File: src/rtl/gelato_l1_dcache_if.sv
// rtl/gelato_l1_dcache_if.sv - LSU and L2 handshake bundle for the gelato L1 data cache
//
// Purpose: groups the LSU request/response signals and the L2 memory port
// signals of gelato_l1_dcache into one interface.
// Modports:
//   slave  - the cache side: takes LSU requests and L2 replies, drives LSU
//            responses and L2 requests.
//   master - the environment side (LSU plus L2 model), the mirror image.
// Signals:
//   lsu_valid/lsu_write/lsu_addr/lsu_wdata  LSU request (held until lsu_done)
//   lsu_done/lsu_rdata                      one-cycle completion and load data
//   mem_valid/mem_write/mem_addr/mem_wdata  L2 request (held until mem_done)
//   mem_done/mem_rdata                      L2 completion pulse and load data
interface gelato_l1_dcache_if #(
  parameter int ADDR_WIDTH = 32,
  parameter int DATA_WIDTH = 32
);
  logic                  lsu_valid;
  logic                  lsu_write;
  logic [ADDR_WIDTH-1:0] lsu_addr;
  logic [DATA_WIDTH-1:0] lsu_wdata;
  logic                  lsu_done;
  logic [DATA_WIDTH-1:0] lsu_rdata;
  logic                  mem_valid;
  logic                  mem_write;
  logic [ADDR_WIDTH-1:0] mem_addr;
  logic [DATA_WIDTH-1:0] mem_wdata;
  logic                  mem_done;
  logic [DATA_WIDTH-1:0] mem_rdata;

  modport slave (
    input  lsu_valid, lsu_write, lsu_addr, lsu_wdata, mem_done, mem_rdata,
    output lsu_done, lsu_rdata, mem_valid, mem_write, mem_addr, mem_wdata
  );

  modport master (
    output lsu_valid, lsu_write, lsu_addr, lsu_wdata, mem_done, mem_rdata,
    input  lsu_done, lsu_rdata, mem_valid, mem_write, mem_addr, mem_wdata
  );
endinterface

File: src/rtl/gelato_l1_dcache.sv
// rtl/gelato_l1_dcache.sv - direct-mapped write-through one-word-per-line L1 data cache
//
// Purpose: answers LSU load hits locally; forwards load misses and all stores
// to L2. One request in flight at a time. Load misses allocate, store hits
// update the line, store misses do not allocate.
// Ports:
//   clk    - clock
//   rst_n  - asynchronous active-low reset
//   rdy    - global enable; when low every register holds
//   flush  - invalidate all lines (honoured only in IDLE)
//   bus    - gelato_l1_dcache_if.slave: LSU request/response and L2 port
module gelato_l1_dcache #(
  parameter int ADDR_WIDTH = 32,
  parameter int DATA_WIDTH = 32,
  parameter int LINE_NUM   = 16
) (
  input  logic                 clk,
  input  logic                 rst_n,
  input  logic                 rdy,
  input  logic                 flush,
  gelato_l1_dcache_if.slave    bus
);
  localparam int IDX_W = $clog2(LINE_NUM);
  localparam int TAG_W = ADDR_WIDTH - 2 - IDX_W;

  typedef enum logic [1:0] {
    IDLE     = 2'd0,
    LOOKUP   = 2'd1,
    MEM_REQ  = 2'd2,
    WAIT_MEM = 2'd3
  } state_t;

  state_t state_q, state_d;

  logic [LINE_NUM-1:0]   valid_q;
  logic [TAG_W-1:0]      tag_q  [LINE_NUM];
  logic [DATA_WIDTH-1:0] data_q [LINE_NUM];

  logic                  req_write_q;
  logic [ADDR_WIDTH-1:0] req_addr_q;
  logic [DATA_WIDTH-1:0] req_wdata_q;

  logic                  lsu_done_q;
  logic [DATA_WIDTH-1:0] lsu_rdata_q;
  logic                  mem_valid_q;
  logic                  mem_write_q;
  logic [ADDR_WIDTH-1:0] mem_addr_q;
  logic [DATA_WIDTH-1:0] mem_wdata_q;

  logic [IDX_W-1:0] req_idx;
  logic [TAG_W-1:0] req_tag;
  logic             line_hit;
  logic             load_hit;
  logic             accept;

  assign req_idx  = req_addr_q[2 +: IDX_W];
  assign req_tag  = req_addr_q[ADDR_WIDTH-1 -: TAG_W];
  assign line_hit = valid_q[req_idx] && (tag_q[req_idx] == req_tag);
  assign load_hit = !req_write_q && line_hit;
  // lsu_done high means the LSU has not yet seen the completion and still
  // holds lsu_valid for the finished request, so it must not be re-accepted.
  assign accept   = !flush && bus.lsu_valid && !lsu_done_q;

  always_comb begin
    state_d = state_q;
    case (state_q)
      IDLE:     if (accept) state_d = LOOKUP;
      LOOKUP:   state_d = load_hit ? IDLE : WAIT_MEM;
      WAIT_MEM: if (bus.mem_done) state_d = IDLE;
      default:  state_d = IDLE;
    endcase
  end

  always_ff @(posedge clk or negedge rst_n) begin
    if (!rst_n) begin
      state_q <= IDLE;
    end else if (rdy) begin
      state_q <= state_d;
    end
  end

  always_ff @(posedge clk or negedge rst_n) begin
    if (!rst_n) begin
      valid_q     <= '0;
      req_write_q <= 1'b0;
      req_addr_q  <= '0;
      req_wdata_q <= '0;
      lsu_done_q  <= 1'b0;
      lsu_rdata_q <= '0;
      mem_valid_q <= 1'b0;
      mem_write_q <= 1'b0;
      mem_addr_q  <= '0;
      mem_wdata_q <= '0;
    end else if (rdy) begin
      lsu_done_q <= 1'b0;
      case (state_q)
        IDLE: begin
          if (flush) begin
            valid_q <= '0;
          end else if (accept) begin
            req_write_q <= bus.lsu_write;
            req_addr_q  <= bus.lsu_addr;
            req_wdata_q <= bus.lsu_wdata;
          end
        end
        LOOKUP: begin
          if (load_hit) begin
            lsu_rdata_q <= data_q[req_idx];
            lsu_done_q  <= 1'b1;
          end else begin
            mem_valid_q <= 1'b1;
            mem_write_q <= req_write_q;
            mem_addr_q  <= {req_addr_q[ADDR_WIDTH-1:2], 2'b00};
            mem_wdata_q <= req_wdata_q;
          end
        end
        WAIT_MEM: begin
          if (bus.mem_done) begin
            mem_valid_q <= 1'b0;
            lsu_done_q  <= 1'b1;
            if (!req_write_q) begin
              valid_q[req_idx] <= 1'b1;
              lsu_rdata_q      <= bus.mem_rdata;
            end
          end
        end
        default: mem_valid_q <= 1'b0;
      endcase
    end
  end

  // Tag and data arrays carry no reset; the valid bits alone decide a hit.
  // Writes happen only on L2 completion, which reset makes unreachable.
  always_ff @(posedge clk) begin
    if (rdy && (state_q == WAIT_MEM) && bus.mem_done) begin
      if (!req_write_q) begin
        tag_q[req_idx]  <= req_tag;
        data_q[req_idx] <= bus.mem_rdata;
      end else if (line_hit) begin
        data_q[req_idx] <= req_wdata_q;
      end
    end
  end

  assign bus.lsu_done  = lsu_done_q;
  assign bus.lsu_rdata = lsu_rdata_q;
  assign bus.mem_valid = mem_valid_q;
  assign bus.mem_write = mem_write_q;
  assign bus.mem_addr  = mem_addr_q;
  assign bus.mem_wdata = mem_wdata_q;
endmodule

File: src/flat_wrapper.sv
// flat-port wrapper written by rule: the top's interface ports become plain ports
module gelato_l1_dcache_flat 
#(
  parameter int ADDR_WIDTH = 32,
  parameter int DATA_WIDTH = 32,
  parameter int LINE_NUM   = 16
)
  (clk, rst_n, rdy, flush, bus_lsu_valid, bus_lsu_write, bus_lsu_addr, bus_lsu_wdata, bus_mem_done, bus_mem_rdata, bus_lsu_done, bus_lsu_rdata, bus_mem_valid, bus_mem_write, bus_mem_addr, bus_mem_wdata);
  gelato_l1_dcache_if #(.ADDR_WIDTH(ADDR_WIDTH), .DATA_WIDTH(DATA_WIDTH)) bus_i ();
  input  logic clk;
  input  logic rst_n;
  input  logic rdy;
  input  logic flush;
  input wire logic [$bits(bus_i.lsu_valid)-1:0] bus_lsu_valid;
  input wire logic [$bits(bus_i.lsu_write)-1:0] bus_lsu_write;
  input wire logic [$bits(bus_i.lsu_addr)-1:0] bus_lsu_addr;
  input wire logic [$bits(bus_i.lsu_wdata)-1:0] bus_lsu_wdata;
  input wire logic [$bits(bus_i.mem_done)-1:0] bus_mem_done;
  input wire logic [$bits(bus_i.mem_rdata)-1:0] bus_mem_rdata;
  output wire logic [$bits(bus_i.lsu_done)-1:0] bus_lsu_done;
  output wire logic [$bits(bus_i.lsu_rdata)-1:0] bus_lsu_rdata;
  output wire logic [$bits(bus_i.mem_valid)-1:0] bus_mem_valid;
  output wire logic [$bits(bus_i.mem_write)-1:0] bus_mem_write;
  output wire logic [$bits(bus_i.mem_addr)-1:0] bus_mem_addr;
  output wire logic [$bits(bus_i.mem_wdata)-1:0] bus_mem_wdata;
  assign bus_i.lsu_valid = bus_lsu_valid;
  assign bus_i.lsu_write = bus_lsu_write;
  assign bus_i.lsu_addr = bus_lsu_addr;
  assign bus_i.lsu_wdata = bus_lsu_wdata;
  assign bus_i.mem_done = bus_mem_done;
  assign bus_i.mem_rdata = bus_mem_rdata;
  assign bus_lsu_done = bus_i.lsu_done;
  assign bus_lsu_rdata = bus_i.lsu_rdata;
  assign bus_mem_valid = bus_i.mem_valid;
  assign bus_mem_write = bus_i.mem_write;
  assign bus_mem_addr = bus_i.mem_addr;
  assign bus_mem_wdata = bus_i.mem_wdata;
  gelato_l1_dcache #(.ADDR_WIDTH(ADDR_WIDTH), .DATA_WIDTH(DATA_WIDTH), .LINE_NUM(LINE_NUM)) u_core (.clk(clk), .rst_n(rst_n), .rdy(rdy), .flush(flush), .bus(bus_i));
endmodule
File: config.mk
export PLATFORM = sky130hd
export DESIGN_NAME = gelato_l1_dcache_flat
export DESIGN_NICKNAME = d
export VERILOG_FILES = /design/src/rtl/gelato_l1_dcache_if.sv /design/src/rtl/gelato_l1_dcache.sv /design/src/flat_wrapper.sv
export SDC_FILE = /design/constraint.sdc
export NUM_CORES = 1
export LEC_CHECK = 0
export CAP_MARGIN = 20
export CORE_UTILIZATION = 45
export DETAILED_ROUTE_END_ITERATION = 10
export PLACE_DENSITY = 0.74
export SLEW_MARGIN = 10
export SYNTH_ARGS = -nofsm -noshare
export SYNTH_HDL_FRONTEND = slang
export SYNTH_SLANG_ARGS = --single-unit
File: constraint.sdc
create_clock -name clk -period 8.9 [get_ports clk]
set_input_delay 2.225 -clock clk [delete_from_list [all_inputs] [get_ports clk]]
set_output_delay 2.225 -clock clk [all_outputs]
set_load 0.05 [all_outputs]
==> results.sh, run 1 <==
export IMPL_place_ws_ns=3.08
export IMPL_top_usage_layer="met2"
export IMPL_ys_warn_count=0
export IMPL_hold_path_end="u_core.valid_q[12]$_DFFE_PN0P_"
export IMPL_p_leak_nw=17.2
export IMPL_drt_wl_total_um=98900
export IMPL_synth_cells=2066
export IMPL_antenna_found_initial=4
export IMPL_clk_latency_ns=0.70
export IMPL_finalSetupTns_ns=0
export IMPL_core_area_um2=96600
export IMPL_grt_use_met3=0.0553
export IMPL_hp_start="u_core.valid_q[12]$_DFFE_PN0P_"
export IMPL_gp_congestion=0.815
export IMPL_r2r_start="u_core.req_addr_q[3]$_DFFE_PN0P_"
export IMPL_synth_top_family_by_area="multiplexers"
export IMPL_required_ns=9.47
export IMPL_cts_buffers=109
export IMPL_crit_slowest_cell="dfrtp_4"
export IMPL_synth_top_area_frac=0.636
export IMPL_htree_levels=3
export IMPL_dieArea_um2=98600
export IMPL_worst_slack_ns=3.17
export IMPL_synth_fa_ha_area_frac=0
export IMPL_synth_xor_area_frac=0.00620
export IMPL_drc_errors=0
export IMPL_synth_avg_cell_area_um2=21.2
export IMPL_ys_top_cells_by_area="edfxtp_1 (64%), mux4_2 (12%), dfrtp_1 (10%)"
export IMPL_cts_repair_resized=0
export IMPL_maxCapViolations=0
export IMPL_fin_cells=3698
export IMPL_cts_tree="yes"
export IMPL_peakVddDrop_v=0.000257
export IMPL_hp_class="flip-flop to flip-flop"
export IMPL_drv_slew=0
export IMPL_cts_setup_buffers=0
export IMPL_fin_nets=2431
export IMPL_clk_pin_slew_worst_paths_ns=0.06
export IMPL_drtIter0Drc=1977
export IMPL_initial_core_util=0.454
export IMPL_synth_edf_count=928
export IMPL_fin_skew_ns=0.0496
export IMPL_cp_common_cell="buf_12"
export IMPL_rows=114
export IMPL_overflow=0
export IMPL_path_max_fanout=122
export IMPL_grt_max_degree=123
export IMPL_setup_violations=0
export IMPL_dp_cells=3493
export IMPL_synthTopCellsByCount="edfxtp_1 (928), mux4_2 (236), dfrtp_1 (178)"
export IMPL_grt_use_total=0.202
export IMPL_port_buffers=197
export IMPL_synth_ff_type="edfxtp_1"
export IMPL_met1_usage=0.263
export IMPL_crit_path_end_kind="flip-flop"
export IMPL_die_h_um=314
export IMPL_synth_cell_type_count=59
export IMPL_hpwl_um=53800
export IMPL_synthArstFlopShare=0.161
export IMPL_syn_cell_area_um2=43800
export IMPL_cts_hold_buf=0
export IMPL_ioPinCount=202
export IMPL_slowest_delay_ns=0.92
export IMPL_diodes=0
export IMPL_synth_largest_area_cell="edfxtp_1"
export IMPL_avgRoutedWirePerCell_um=26.7
export IMPL_syn_to_final_growth_pct=16.8
export IMPL_grt_pass1_wl_um=146000
export IMPL_cts_root_buf="clkbuf_16"
export IMPL_yosysMostFrequentCell="edfxtp_1"
export IMPL_crit_chain="buf_12, nand2_1, o22ai_1, nor3_1, a2111oi_0, nand4_1, a211o_1, or4_4, nand3_4, buf_12, buf_4, mux2_2"
export IMPL_cp_start_kind="flip-flop"
export IMPL_ant_nets=0
export IMPL_fmax_mhz=174
export IMPL_critPathKind="flip-flop to flip-flop"
export IMPL_synth_compound_area_frac=0.0183
export IMPL_r2r_setup_slack_ns=3.17
export IMPL_drt_first_pass_iters=6
export IMPL_outcome="completed"
export IMPL_grt_pass1_vias=22400
export IMPL_hold_path_depth=1
export IMPL_synthSimpleGateAreaFrac=0.0163
export IMPL_rsz0062_at_grt="no"
export IMPL_period_share=0.644
export IMPL_slew_headroom=0.348
export IMPL_met2_usage=0.331
export IMPL_ys_seq_area_frac=0.738
export IMPL_synthMuxAreaShare=0.206
export IMPL_r2r_cells=12
export IMPL_period_needed_ns=5.74
export IMPL_vias=21400
export IMPL_worstMarginPinSlew_ns=0.978
export IMPL_drt_vias_per_instance=5.78
export IMPL_hold_violations=0
export IMPL_clock_path_buffers=3
export IMPL_cp_arrival_ns=6.31
export IMPL_r2r_end="u_core.bus.mem_wdata[2]$_DFFE_PN0P_"
export IMPL_power_density_nw_per_um2=328
export IMPL_drive_gt1_frac=0.302
export IMPL_synth_seq_cells=1106
export IMPL_cts_sinks=1106
export IMPL_die_x_um=314
==> kinds of logic (layout without fill, tap and decap cells) <==
group           after synthesis  in the layout
compound gates              108            108
xor+xnor                     31             31
buf+inv                     126            481
flops                      1106           1106
mux                         557            557
other cells                   1              2
simple gates                137            137
==> per-layer routing <==
| layer | wire (um) | up-vias |
|---|---|---|
| li1 | - | 9002 |
| met3 | 9230 | 195 |
| met4 | 2820 | 4 |
| met5 | 23 | - |
| met1 | 38200 | 11200 |
| met2 | 48600 | 943 |
==> worst max path at each step <==
stage                                     startpoint  slack (ns)                                   to
CTS                 u_core.req_addr_q[3]$_DFFE_PN0P_        3.06  u_core.bus.mem_wdata[2]$_DFFE_PN0P_
global placement    u_core.req_addr_q[3]$_DFFE_PN0P_        2.62  u_core.bus.mem_wdata[2]$_DFFE_PN0P_
detailed placement  u_core.req_addr_q[3]$_DFFE_PN0P_        3.08  u_core.bus.mem_wdata[2]$_DFFE_PN0P_
finish              u_core.req_addr_q[3]$_DFFE_PN0P_        3.17  u_core.bus.mem_wdata[2]$_DFFE_PN0P_
global route        u_core.req_addr_q[3]$_DFFE_PN0P_        2.87  u_core.bus.mem_wdata[1]$_DFFE_PN0P_
floorplan                                        rdy        2.01        u_core.data_q[0][0]$_DFFE_PP_
==> layout by cell type (no fill, tap or decap), types with 17 or more instances in the layout <==
master           count
clkinv_1            24
o21a_1              17
a22oi_1             18
nand2_1             30
mux2i_1             85
mux2_4              50
clkbuf_1            23
mux2_2             176
clkbuf_16          113
clkdlybuf4s50_1    196
buf_4               61
dfrtp_1            174
xnor2_1             20
mux4_2             236
edfxtp_1           928
==> final cells by class <==
| type | instances | area, um^2 |
|---|---|---|
| well taps | 1276 | 1600 |
| repair buffers | 262 | 2510 |
| clock inverters | 62 | 692 |
| clock buffers | 143 | 3010 |
| flip-flops and latches | 1106 | 32300 |
| inverters | 14 | 52.6 |
| multi-input cells | 835 | 11000 |
| fillers | 7223 | 45400 |
==> report_power, final <==
| part | switching (mW) | internal [mW] | total, mW | leakage, nW |
|---|---|---|---|---|
| clock network | 1.96 | 2.72 | 4.67 | 1.79 |
| registers | 0.672 | 6.30 | 6.97 | 10.6 |
| logic | 2.75 | 2.39 | 5.13 | 4.86 |
==> worst max-delay path: cells and delay by family (launching register included) <==
| family | cells | cell delay [ns] |
|---|---|---|
| AOI/OAI and AO/OA | 3 | 1.22 |
| buffers and inverters | 3 | 1.37 |
| DFF | 1 | 0.92 |
| muxes | 1 | 0.39 |
| and+or+nand+nor | 5 | 1.59 |
==> metrics by stage <==
step                      power [mW]  area (um^2)  hold slack (ns)  utilization
final                           16.8        51200            0.493        0.530
after CTS                       16.9        51200            0.493        0.530
after detailed placement        12.2        47500            0.480        0.492
after global placement          12.1        47400            0.468        0.491
after floorplan                 10.6        43800            0.459            -
after global routing            17.4        51200            0.509        0.530
==> flip-flops by register name, indices dropped and copies added (netlist names), 16 cells and up <==
| signal | flops |
|---|---|
| u_core.bus.mem_wdata | 32 |
| u_core.tag_q | 416 |
| u_core.req_addr_q | 30 |
| u_core.bus.lsu_rdata | 32 |
| u_core.valid_q | 16 |
| u_core.bus.mem_addr | 30 |
| u_core.data_q | 512 |
| u_core.req_wdata_q | 32 |
No activity file was read; power rests on OpenSTA's default activity.
==> run 2, diff against run 1 <==
==> constraint.sdc (replaced) <==
create_clock -name clk -period 5.87 [get_ports clk]
set_input_delay 1.4675 -clock clk [delete_from_list [all_inputs] [get_ports clk]]
set_output_delay 1.4675 -clock clk [all_outputs]
set_load 0.05 [all_outputs]
==> results.sh, run 2 (same netlist as run 1, synthesis figures left out) <==
export IMPL_hp_class="flip-flop to flip-flop"
export IMPL_reg_top3="u_core.data_q x512, u_core.tag_q x416"
export IMPL_drt_wl_total_um=100000
export IMPL_crit_slowest_cell="dfrtp_4"
export IMPL_drt_vias_per_instance=5.83
export IMPL_die_h_um=314
export IMPL_setup_violations=0
export IMPL_hold_violations=0
export IMPL_finalSetupTns_ns=0
export IMPL_cp_arrival_ns=5.82
export IMPL_grt_pass1_wl_um=149000
export IMPL_maxCapViolations=0
export IMPL_dp_cells=3513
export IMPL_critPathKind="flip-flop to flip-flop"
export IMPL_fmax_mhz=190
export IMPL_cts_repair_resized=0
export IMPL_cts_root_buf="clkbuf_16"
export IMPL_slowest_delay_ns=1.06
export IMPL_overflow=0
export IMPL_drv_slew=0
export IMPL_fin_cells=3721
export IMPL_final_common_cell="edfxtp_1"
export IMPL_diodes=0
export IMPL_syn_to_final_growth_pct=17.7
export IMPL_cts_buffers=111
export IMPL_seqPwrFrac=0.413
export IMPL_rows=114
export IMPL_p_leak_nw=17.4
export IMPL_grt_max_degree=72
export IMPL_period_share=0.894
export IMPL_utilization=0.534
export IMPL_drt_first_pass_iters=5
export IMPL_die_x_um=314
export IMPL_final_cell_mix="edfxtp_1 (928), mux4_2 (236), clkdlybuf4s50_1 (196), mux2_2 (176), dfrtp_1 (174)"
export IMPL_ioPinCount=202
export IMPL_gp_congestion=0.812
export IMPL_clock_path_buffers=3
export IMPL_power_density_nw_per_um2=499
export IMPL_vias=21700
export IMPL_core_area_um2=96600
export IMPL_required_ns=6.44
export IMPL_port_buffers=197
export IMPL_largest_register_ff_count=512
export IMPL_cts_sinks=1106
export IMPL_fin_skew_ns=0.0386
export IMPL_avgRoutedWirePerCell_um=27.0
export IMPL_grt_use_total=0.206
export IMPL_clk_pin_slew_worst_paths_ns=0.06
export IMPL_grt_pass1_vias=23100
export IMPL_regMostFlops="u_core.data_q"
export IMPL_hpwl_um=56000
export IMPL_drc_errors=0
export IMPL_slew_headroom=0.310
export IMPL_peakVddDrop_v=0.000379
export IMPL_rsz0062_at_grt="no"
export IMPL_crit_path_end_kind="flip-flop"
export IMPL_worstMarginPinSlew_ns=1.03
export IMPL_drtIter0Drc=2334
export IMPL_initial_core_util=0.454
export IMPL_path_max_fanout=54
export IMPL_clock_power_share=0.283
export IMPL_drive_gt1_frac=0.306
export IMPL_seq_area_um2=32300
export IMPL_outcome="completed"
export IMPL_cp_start_kind="flip-flop"
export IMPL_fin_nets=2454
export IMPL_htree_levels=3
export IMPL_period_needed_ns=5.25
export IMPL_cts_setup_buffers=0
export IMPL_dieArea_um2=98600
export IMPL_p_int_mw=17.6
export IMPL_p_sw_frac=0.317
export IMPL_cts_tree="yes"
export IMPL_pwr_share_comb=0.304
export IMPL_clk_latency_ns=0.69
export IMPL_multi_input_area_um2=11000
export IMPL_crit_chain="buf_4, a211oi_1, or4_1, a22o_1, nand4b_1, a221o_1, or4_4, nand3_4, buf_12, mux2_2"
export IMPL_cts_hold_buf=0
export IMPL_p_switching_mw=8.17
export IMPL_fill_cells=7166
export IMPL_ant_nets=0
export IMPL_antenna_found_initial=2
## run 2: changes by cell type in the layout (fill, tap and decap cells not counted), moves of 2 or more
cell       delta
buf_12       +12
buf_4         +8
bufinv_16     +7
clkbuf_1      -6
clkbuf_8      -6
clkinv_1     +12
clkinv_16     -3
clkinv_2      -2
clkinv_4      +2
inv_6         -3
## run 2: worst paths after layout
kind / startpoint / end / slack, ns / depth (start not counted)
setup / recovery: u_core.req_addr_q[3]$_DFFE_PN0P_ / u_core.bus.mem_wdata[2]$_DFFE_PN0P_ / 0.62 / 10
hold / removal: u_core.valid_q[11]$_DFFE_PN0P_ / u_core.valid_q[11]$_DFFE_PN0P_ / 0.50 / 1
setup reg to reg: u_core.req_addr_q[3]$_DFFE_PN0P_ / u_core.bus.mem_wdata[2]$_DFFE_PN0P_ / 0.62 / 10
hold reg to reg: u_core.valid_q[11]$_DFFE_PN0P_ / u_core.valid_q[11]$_DFFE_PN0P_ / 0.50 / 1
max in group asynchronous: rst_n / u_core.bus.lsu_rdata[18]$_DFFE_PN0P_ / 3.85 / 2
min in group asynchronous: rst_n / u_core.bus.mem_addr[28]$_DFFE_PN0P_ / 0.74 / 1
## run 2: layout make-up
type / instances / share of cell area
Clock inverter: 75 / 0.0163
Multi-Input combinational cell: 835 / 0.213
Sequential cell: 1106 / 0.627
Tap cell: 1276 / 0.0310
Inverter: 14 / 0.00102
Timing Repair Buffer: 283 / 0.0551
Clock buffer: 132 / 0.0568
## run 2: power by group through the flow
stage | logic (mW) | registers [mW] | clock network [mW]
finish | 7.82 | 10.6 | 7.28
global route | 8.26 | 10.8 | 7.70
detailed placement | 7.80 | 10.8 | 0
CTS | 7.86 | 10.7 | 7.41
floorplan | 4.71 | 11.3 | 0
global placement | 7.68 | 10.7 | 0
## run 2: per-stage QoR
step / area, um^2 / hold WS [ns] / total power [mW] / setup slack [ns]
after floorplan: 43800 / 0.459 / 16.1 / -0.636
after global placement: 47800 / 0.467 / 18.4 / 0.730
after detailed placement: 47800 / 0.480 / 18.6 / 0.670
after CTS: 51500 / 0.494 / 25.9 / 0.622
after global routing: 51600 / 0.503 / 26.7 / 0.421
final: 51600 / 0.499 / 25.7 / 0.620
## run 2: per-layer routing
metal	wire [um]	part of all wire	vias up	global-route usage
met5	27	0.00027	-	0
met4	3050	0.030	4	0.0744
met3	8330	0.083	190	0.0462
met2	50000	0.50	990	0.343
met1	39100	0.39	11500	0.266
li1	-	-	9044	-
## run 2: worst max-delay path: cells and delay by family (launching register included)
kind	cells	cell delay, ns
AND/OR/NAND/NOR	4	1.71
flip-flops	1	1.06
buffers and inverters	2	1.01
AO/OA/AOI/OAI	3	0.89
multiplexers	1	0.35
==> run 3, diff against run 2 <==
--- a/config.mk
+++ b/config.mk
@@ -6,9 +6,10 @@
 export NUM_CORES = 1
 export LEC_CHECK = 0
 export CAP_MARGIN = 20
-export CORE_UTILIZATION = 45
+export CORE_UTILIZATION = 60
 export DETAILED_ROUTE_END_ITERATION = 10
-export PLACE_DENSITY = 0.74
+export DONT_BUFFER_PORTS = 1
+export PLACE_DENSITY = 0.88
 export SLEW_MARGIN = 10
 export SYNTH_ARGS = -nofsm -noshare
 export SYNTH_HDL_FRONTEND = slang
==> results.sh, run 3 (same netlist as run 1, synthesis figures left out) <==
export IMPL_period_share=0.934
export IMPL_drt_vias_per_instance=7.04
export IMPL_drc_errors=0
export IMPL_largest_register_ff_count=512
export IMPL_utilization=0.683
export IMPL_die_h_um=272
export IMPL_hold_violations=0
export IMPL_overflow=0
export IMPL_critPathKind="flip-flop to flip-flop"
export IMPL_power_density_nw_per_um2=510
export IMPL_gp_congestion=0.861
export IMPL_period_needed_ns=5.48
export IMPL_cp_arrival_ns=5.77
export IMPL_cts_hold_buf=0
export IMPL_initial_core_util=0.610
export IMPL_grt_pass1_wl_um=159000
export IMPL_place_area_um2=45400
export IMPL_clk_latency_ns=0.71
export IMPL_cts_root_buf="clkbuf_16"
export IMPL_final_cell_mix="edfxtp_1 (928), mux4_2 (236), mux2_2 (176), dfrtp_1 (174), clkbuf_16 (109)"
export IMPL_reg_top3="u_core.data_q x512, u_core.tag_q x416"
export IMPL_maxCapViolations=0
export IMPL_hpwl_um=56800
export IMPL_ioPinCount=202
export IMPL_die_x_um=272
export IMPL_clk_pin_slew_worst_paths_ns=0.07
export IMPL_avgRoutedWirePerCell_um=34.2
export IMPL_dieArea_um2=74100
export IMPL_syn_to_final_growth_pct=11.9
export IMPL_grt_pass1_vias=23800
export IMPL_fin_nets=2251
export IMPL_drv_slew=0
export IMPL_fin_skew_ns=0.0842
export IMPL_core_area_um2=71900
export IMPL_path_max_fanout=49
export IMPL_htree_levels=3
export IMPL_regMostFlops="u_core.data_q"
export IMPL_vias=22500
export IMPL_r2r_setup_slack_ns=0.39
export IMPL_required_ns=6.15
export IMPL_rows=98
export IMPL_cts_setup_buffers=0
export IMPL_drtIter0Drc=3125
export IMPL_setup_violations=0
export IMPL_grt_use_total=0.299
export IMPL_peakVddDrop_v=0.000433
export IMPL_slew_headroom=0.203
export IMPL_hp_class="input port to asynchronous set/reset pin"
export IMPL_r2r_end="u_core.data_q[0][26]$_DFFE_PP_"
export IMPL_place_ws_ns=0.634
export IMPL_p_leak_nw=16.5
export IMPL_worstMarginPinSlew_ns=1.19
export IMPL_outcome="completed"
export IMPL_startpoint="u_core.req_addr_q[3]$_DFFE_PN0P_"
export IMPL_fmax_mhz=182
export IMPL_fill_cells=4041
export IMPL_port_buffers=0
export IMPL_r2r_cells=11
export IMPL_cp_start_kind="flip-flop"
export IMPL_cts_buffers=106
export IMPL_r2r_start="u_core.req_addr_q[3]$_DFFE_PN0P_"
export IMPL_antenna_found_initial=4
export IMPL_cts_repair_resized=0
export IMPL_drive_gt1_frac=0.338
export IMPL_drt_wl_total_um=109000
export IMPL_drt_first_pass_iters=6
export IMPL_grt_max_degree=179
export IMPL_worst_slack_ns=0.386
export IMPL_cts_tree="yes"
export IMPL_clock_path_buffers=3
export IMPL_rsz0062_at_grt="no"
export IMPL_final_common_cell="edfxtp_1"
export IMPL_final_area_um2=49000
export IMPL_crit_path_end_kind="flip-flop"
export IMPL_ant_nets=0
export IMPL_cts_sinks=1106
[run 3: power breakdown]
group	internal (mW)	total (mW)	switching, mW
logic	3.14	6.19	3.05
registers	9.52	11.8	2.33
clock network	3.90	6.98	3.07
[run 3: area by class of cell]
cell class / count / area, um^2 / area share
Tap cell: 950 / 1190 / 0.0242
Antenna cell: 4 / 10.0 / 0.000204
Inverter: 14 / 52.6 / 0.00107
Clock inverter: 58 / 634 / 0.0129
Clock buffer: 142 / 2930 / 0.0598
Timing Repair Buffer: 85 / 891 / 0.0182
Multi-Input combinational cell: 835 / 11000 / 0.224
Sequential cell: 1106 / 32300 / 0.659
[run 3: critical path: stages (launching register included)]
cell	delay, ns
dfrtp_4	1.02
buf_4	0.66
mux4_2	0.62
mux2i_1	0.26
xor2_1	0.28
nand4b_1	0.18
a221o_1	0.47
nor4_4	0.24
nor2_1	0.17
buf_4	0.24
nor4_2	0.38
buf_4	0.51
[run 3: worst max-delay path by stage]
stage / end / slack, ns / cells after the start
final: u_core.data_q[0][26]$_DFFE_PP_ / 0.39 / 11
after floorplan: u_core.data_q[0][0]$_DFFE_PP_ / -0.64 / 10
after global placement: u_core.bus.mem_wdata[29]$_DFFE_PN0P_ / 0.72 / 10
after CTS: u_core.data_q[0][26]$_DFFE_PP_ / 0.50 / 10
after detailed placement: u_core.bus.mem_wdata[29]$_DFFE_PN0P_ / 0.63 / 10
after global routing: u_core.data_q[0][26]$_DFFE_PP_ / 0.25 / 12
[run 3: per-stage QoR]
step,cells,setup TNS (ns),hold WS (ns),power [mW]
final,3194,0,0.460,25.0
after global routing,3191,0,0.443,25.7
after CTS,3185,0,0.436,25.0
after floorplan,2067,-81.37,0.459,16.1
after global placement,2985,0,0.467,17.6
after detailed placement,2985,0,0.479,17.9
[run 3: metal layers]
| metal | up-vias | share of wire | track usage |
|---|---|---|---|
| met3 | 347 | 0.11 | 0.0705 |
| met1 | 11800 | 0.34 | 0.376 |
| met4 | 6 | 0.042 | 0.146 |
| li1 | 8644 | - | - |
| met5 | - | 0.00032 | 0 |
| met2 | 1732 | 0.51 | 0.493 |
